--- src/rtl/scan_test_ctrl.sv ---
// Scan test sequencer: preloads a scan chain, optionally captures a registered adder result,
// unloads the chain and compares it against the expected word.
module scan_test_ctrl #(
    parameter int unsigned CHAIN_LEN = 5
) (
    input  logic                 CK,
    input  logic                 rst_n,
    input  logic                 start,
    input  logic                 mode,
    input  logic [3:0]           pat_a,
    input  logic [3:0]           pat_b,
    input  logic [CHAIN_LEN-1:0] load,
    input  logic                 scan_out,
    output logic [3:0]           a,
    output logic [3:0]           b,
    output logic                 scan_enable,
    output logic                 scan_in,
    output logic                 busy,
    output logic                 done,
    output logic                 pass,
    output logic [CHAIN_LEN-1:0] captured,
    output logic [7:0]           fail_cnt
);

    localparam int unsigned CW = $clog2(CHAIN_LEN + 1);
    localparam logic [CW-1:0] LastCnt = CW'(CHAIN_LEN - 1);

    typedef enum logic [2:0] {
        StIdle,
        StShiftIn,
        StCapture,
        StShiftOut,
        StDone
    } state_e;

    state_e               r_state;
    logic                 r_mode;
    logic [CHAIN_LEN-1:0] r_load;
    logic [CHAIN_LEN-1:0] r_shift;
    logic [CW-1:0]        r_cnt;
    logic [3:0]           r_a;
    logic [3:0]           r_b;
    logic                 r_scan_en;
    logic                 r_scan_in;
    logic                 r_busy;
    logic                 r_done;
    logic                 r_pass;
    logic [CHAIN_LEN-1:0] r_captured;
    logic [7:0]           r_fail_cnt;

    logic [4:0]           w_sum;
    logic [CHAIN_LEN-1:0] w_expected;
    logic [CHAIN_LEN-1:0] w_cap_next;

    assign w_sum      = {1'b0, r_a} + {1'b0, r_b};
    assign w_expected = r_mode ? r_load : CHAIN_LEN'(w_sum);
    // Last chain flop arrives first, so it ends up in the MSB after CHAIN_LEN shifts
    assign w_cap_next = (r_captured << 1) | CHAIN_LEN'(scan_out);

    always_ff @(posedge CK) begin
        if (!rst_n) begin
            r_state    <= StIdle;
            r_mode     <= 1'b0;
            r_load     <= '0;
            r_shift    <= '0;
            r_cnt      <= '0;
            r_a        <= '0;
            r_b        <= '0;
            r_scan_en  <= 1'b0;
            r_scan_in  <= 1'b0;
            r_busy     <= 1'b0;
            r_done     <= 1'b0;
            r_pass     <= 1'b0;
            r_captured <= '0;
            r_fail_cnt <= '0;
        end else begin
            r_done <= 1'b0;
            unique case (r_state)
                StIdle, StDone: begin
                    if (start) begin
                        r_mode     <= mode;
                        r_load     <= load;
                        r_shift    <= load << 1;
                        r_a        <= pat_a;
                        r_b        <= pat_b;
                        r_cnt      <= '0;
                        r_captured <= '0;
                        r_scan_en  <= 1'b1;
                        r_scan_in  <= load[CHAIN_LEN-1];
                        r_busy     <= 1'b1;
                        r_state    <= StShiftIn;
                    end else begin
                        r_state <= StIdle;
                    end
                end
                StShiftIn: begin
                    if (r_cnt == LastCnt) begin
                        r_cnt     <= '0;
                        r_scan_in <= 1'b0;
                        if (r_mode) begin
                            r_scan_en <= 1'b1;
                            r_state   <= StShiftOut;
                        end else begin
                            r_scan_en <= 1'b0;
                            r_state   <= StCapture;
                        end
                    end else begin
                        r_cnt     <= r_cnt + 1'b1;
                        r_scan_in <= r_shift[CHAIN_LEN-1];
                        r_shift   <= r_shift << 1;
                    end
                end
                StCapture: begin
                    r_scan_en <= 1'b1;
                    r_scan_in <= 1'b0;
                    r_state   <= StShiftOut;
                end
                StShiftOut: begin
                    r_captured <= w_cap_next;
                    if (r_cnt == LastCnt) begin
                        r_cnt     <= '0;
                        r_scan_en <= 1'b0;
                        r_busy    <= 1'b0;
                        r_done    <= 1'b1;
                        r_pass    <= (w_cap_next == w_expected);
                        if ((w_cap_next != w_expected) && (r_fail_cnt != 8'hFF)) begin
                            r_fail_cnt <= r_fail_cnt + 8'd1;
                        end
                        r_state <= StDone;
                    end else begin
                        r_cnt <= r_cnt + 1'b1;
                    end
                end
                default: r_state <= StIdle;
            endcase
        end
    end

    assign a           = r_a;
    assign b           = r_b;
    assign scan_enable = r_scan_en;
    assign scan_in     = r_scan_in;
    assign busy        = r_busy;
    assign done        = r_done;
    assign pass        = r_pass;
    assign captured    = r_captured;
    assign fail_cnt    = r_fail_cnt;

endmodule

--- config.mk ---
export PLATFORM = sky130hd
export DESIGN_NAME = scan_test_ctrl
export DESIGN_NICKNAME = d
export VERILOG_FILES = /design/src/rtl/scan_test_ctrl.sv
export SDC_FILE = /design/constraint.sdc
export NUM_CORES = 1
export LEC_CHECK = 0
export CORE_MARGIN = 1.5
export CORE_UTILIZATION = 40
export CTS_CLUSTER_SIZE = 10
export DETAILED_ROUTE_END_ITERATION = 16
export PLACE_DENSITY = 0.7
export SLEW_MARGIN = 30
export SYNTH_ARGS = -nofsm -noshare
export SYNTH_HDL_FRONTEND = slang
export SYNTH_SLANG_ARGS = --single-unit
--- constraint.sdc ---
create_clock -name CK -period 5.79 [get_ports CK]
set_input_delay 1.158 -clock CK [delete_from_list [all_inputs] [get_ports CK]]
set_output_delay 1.158 -clock CK [all_outputs]
set_load 0.01 [all_outputs]
# Yosys cells after proc, flatten, opt, wreduce, memory -nomap -nowiden
# Cells that the tools add are included.
word_totals:
  ff_bits: 43
  ram_bits: 0
  memories: 0
  mem_bits_ro: 0
  output_inout_bits: 26
  elab_cells: 74
  in_bits: 18
  latchBits: 0
op_classes:
  n_reduce_logical: 20
  magnitude_cmp: 0
  n_mul: 0
  eq_ne: 12
  addsub: 3
  muxes: 24
  n_div: 0
  bitwise_logic: 1
  shifts: 0
ops:
  columns: ["operator", "count"]
  rows:
  - ["$mux 5", 4]
  - ["$pmux 5 s2", 2]
  - ["$reduce_and 2->1", 7]
  - ["$mux 3", 4]
  - ["$pmux 3 s4", 1]
  - ["$mux 1", 9]
  - ["$reduce_and 3->1", 3]
  - ["$add 8x1->8 const B", 1]
  - ["$ne 2x2->1 const B", 4]
  - ["$ne 8x8->1 const B", 1]
  - ["$eq 3x2->1 const B", 2]
  - ["$eq 3x3->1 const B", 2]
  - ["$pmux 3 s2", 1]
  - ["$reduce_bool 2->1", 3]
  - ["$add 4x4->5", 1]
  - ["$eq 5x5->1", 1]
  - ["$ne 5x5->1", 1]
  - ["$or 5x1->5", 1]
  - ["$pmux 1 s4", 1]
  - ["$reduce_and 4->1", 1]
  - ["$reduce_bool 4->1", 1]
  - ["$reduce_or 2->1", 2]
  - ["$add 3x1->3 const B", 1]
  - ["$eq 3x1->1 const B", 1]
  - ["5 further kinds", 5]

# Depth between registers and ports, before layout
logic_depth:
  word_depth: 5
  mapped_depth: 8
  mapped_depth_nobuf: 8

# Least setup slack after synthesis
# OpenSTA, ideal clock, no wires.
synth_timing:
  path_type: "register to register"
  from: "register r_a[1] (netlist: a[1])"
  to: "register r_fail_cnt[3] (netlist: fail_cnt[3])"
  arrival_time_ps: 2324
  setup_time_ps: 124
  path_stages_with_launch: 8
  slack_ps: 3342
  period_less_slack_ps: 2448
  required_time_ps: 5666
  path_buffers: 0
  path_cell_list: "dfxtp_1 -> ha_1 -> a21oi_1 -> mux2_2 -> or3_1 -> a2111oi_4 -> nor3_1 -> mux2i_1"
synth_between:
  elab_chain_len: 5
synth_lines:
  columns: ["item", "line_no", "text"]
  rows:
  - ["start: declaration", "41", "logic [3:0] r_a;"]
  - ["start signal: assignment", "84", "r_a <= pat_a;"]
  - ["$add 4x4->5", "55", "assign w_sum = {1'b0, r_a} + {1'b0, r_b};"]
  - ["$mux 5", "56", "assign w_expected = r_mode ? r_load : CHAIN_LEN'(w_sum);"]
  - ["$ne 5x5->1", "126", "if ((w_cap_next != w_expected) && (r_fail_cnt != 8'hFF)) begin"]
  - ["$logic_and 1x1->1", "126", null]
  - ["$reduce_and 3->1 (no line)", null, null]
  - ["end signal: assignment", "127", "r_fail_cnt <= r_fail_cnt + 8'd1;"]
  - ["end: declaration", "49", "logic [7:0] r_fail_cnt;"]
# Every way passes these cells.
# A chain may end at the register's enable or synchronous reset.

# Worst setup path in the final report
layout_timing:
  from: "input port rst_n"
  to: "register r_shift[4]"
layout_rtl:
  columns: ["item", "line_no", "text"]
  rows:
  - ["start: declaration", "7", "input logic rst_n,"]
  - ["end signal: assignment", "83", "r_shift <= load << 1;"]
  - ["end signal: assignment", "110", "r_shift <= r_shift << 1;"]
  - ["end: declaration", "39", "logic [CHAIN_LEN-1:0] r_shift;"]
# No word-level cell between the ends.

==> results.md <==
* Final setup fails at 0
* Maximum level of the CTS H-tree at 2
* Fin. max-slew vios at 0
* Final period utilization at 55.35%
* Final Wtd Congestion at 0.8671
* Most frequent cells in the layout: 45 x nand2_1, 43 x clkdlybuf4s50_1, 42 x dfxtp_1
* Largest net degree at the start of global routing at 33
* Syn-to-layout area delta at 27.21%
* Largest cells by area after synthesis: dfxtp_1 41%, nand2_1 8.2%, a21oi_1 6.1%, mux2i_1 5.8%, ha_1 4.2%
* Number of enable flip-flop cells after synthesis at 0
* Worst Clk Skew at 0.008618 ns
* Combinational fraction of design power at 16.9%
* CTS Buffer Depth at 2
* Cells after Synth at between 200 and 250
* Crit path from: rst_n
* # fillers at between 400 and 500
* Met1 Wirelength at around 2100 microns
* Multi-input gate area at 0.001154 sq mm
* Wire length per cell at roughly 12 microns
* Met3 wire len at 206 microns
* Highest Signal Layer: met4
* Cell class contributing the biggest share of worst-path delay: buffers and inverters
* CP Buf/Inv Count at 2
* GRT overflow at 0
* Crit start category: input port
* All-layer global routing usage at between 15 and 20%
* Status: finished, final reports clean
* Worst hold-check path type: reg -> reg
* Worst-path clk slew at 0.09 ns
* CP max stage delay at 0.89 ns
* Fmax at between 300 and 400 MHz
* Placed Area at 0.002531 sq mm
* Register share of total power at 51.0%
* Post-CTS setup buffers at 0
* Leakage at roughly 0.95 nW
* Tmin final at around 3.2 ns
* Register area share after synthesis at 40.73%
* Max transition margin at 39.41%
* Hold_sp: r_load[0]
* Net Sw Frac at 27.41%
* Final TNS setup at 0 ns
* Initial Util at 42.58%
* Max Fanout on Critical Path at 32
* Share of cells above drive strength 1 at 4.152%
* RSZ-0062 raised after global routing: false
* Worst VDD drop at 0.0001325 V
* Drt drc at 0
* Vias in the first global route at 1,668
* Most common cell after layout, fill and taps aside: nand2_1
* Initial antenna violation count at 0
* DP Wirelength at between 3000 and 4000 microns
* Ant. Diodes at 0
* Int Pwr at approximately 0.45 mW
* Clock Tree Root: clkbuf_8
* Netlist cell types at 39
* Port Buf Inserts at 43
* Die Height at approximately 75 microns
* Post-synth top area cell: dfxtp_1
* Clk sinks at 42
* Crit end category: flop
* Post-route ant nets at 0
* Fin nets at ~310
* Clock group share of total power at 32.2%
* Yosys top cell area share at about two fifths
* Syn nets at 275
* First-pass GRT wire length at 7458 microns
* Die width at 74.84 microns
* Critical Path AT at 3.39 ns
* Final Power at approximately 0.6 mW
* Worst path slowest cell: clkinv_1
* Max Cap Violations at 0
* Switching power at about 0.17 mW
* Met2 WL post-DR at 2066 microns
* Cts hold-fix bufs at 0
* Final core utilization at 54.17%
* Num CTS Buffers at 5
* Routed WL at ~4400 microns
* Die ar. at about 0.0056 sq mm
* Reg-to-reg startpoint: b[1]
* Synth Warn # at 0
* Async set-or-reset flop fraction in the synthesized netlist at 0%
* Netlist Area Pre-Place at 0.002064 sq mm
* Kind of critical path: in -> reg
* Yosys reg bits at 42
* Row Count at 25
* Syn_area_per_cell at 8.291 sq um
* CTS tree: yes
* Final Cell Area at 0.002626 sq mm
* Register-to-register setup slack at 3.14 ns
* Initial DRC count at 69
* FF/Latch Area at approximately 840 sq um
* Worst slew pin tran at 0.9032 ns
* Via/cell ratio at 5.059
* Ys flop type: dfxtp_1
* Core footprint at 0.004848 sq mm
* Via count at 1,801
* WHS at 0.4584 ns
* PD cells at 234.7 mW/mm^2
* Final Hold Fails at 0
* Drt first pass iters at 4
* Crit-path cells: clkdlybuf4s50_1 -> clkinv_1 -> a311oi_1
* Resize count post-CTS at 0
* Worst Path Required at 5.98 ns
* I/O pin cnt at 44
* Worst-Skew Late Latency at about 0.30 ns
## final timing paths
| check | depth (start not counted) | to |
|---|---|---|
| setup / recovery | 3 | r_shift[4] |
| setup reg to reg | 7 | fail_cnt[3] |
| hold reg to reg | 2 | r_load[0] |
| hold / removal | 2 | r_load[0] |
## tightest hold or removal path, delay by kind of cell (launching register included)
kind / cells / cell delay [ns]
AO/OA/AOI/OAI: 1 / 0.05
flip-flops: 1 / 0.32
AND/OR/NAND/NOR: 1 / 0.05
## layer usage
layer	global-route usage, %	up-vias
met5	0	-
met4	5.455	0
met3	4.150	7
met2	29.99	40
met1	21.65	816
li1	-	938
## final cells by class
class                           count  share of cell area [%]
Clock buffer                        6                   3.144
Clock inverter                      2                  0.4764
Inverter                            6                  0.8576
Multi-Input combinational cell    190                   43.93
Sequential cell                    42                   32.02
Tap cell                           67                   3.192
Timing Repair Buffer               43                   16.39
## power by group through the flow
| stage | Sequential (mW) | Combinational, mW | Clock (mW) |
|---|---|---|---|
| after CTS | 0.314 | 0.105 | 0.203 |
| after floorplan | 0.319 | 0.0670 | 0 |
| after detailed placement | 0.321 | 0.104 | 0 |
| final | 0.314 | 0.104 | 0.198 |
| after global routing | 0.316 | 0.116 | 0.213 |
| after global placement | 0.320 | 0.103 | 0 |
## cells by family after synthesis
group	count (synthesis)	synth area share, %
simple gates	111	25.70
flops	42	40.73
mux	13	6.364
buf+inv	17	3.394
compound gates	51	15.64
xor+xnor	7	2.970
fa+ha+maj	8	5.212
## synthesized netlist by cell type (5+ instances only)
cell and number:
o21ai_0 9, and2_1 5, a21oi_1 25, a22oi_1 5, nor3_1 5, nand2_1 45, ha_1 7, mux2i_1 12
nor2_1 20, inv_1 6, nand3_1 6, clkbuf_1 8, dfxtp_1 42, nand2b_1 10
## through the flow
step	setup slack, ns	instances
after floorplan	3.342	249
after global placement	2.758	348
after detailed placement	2.706	348
after CTS	3.009	356
after global routing	2.378	356
final	2.585	356
## sequential cells by signal, indices dropped and copies added (netlist names), 3 cells and up
signal / cells
r_load: 5
r_cnt: 3
fail_cnt: 8
r_state: 3
a: 4
captured: 5
r_shift: 4
b: 4
No activity file was read; power rests on OpenSTA's default activity.
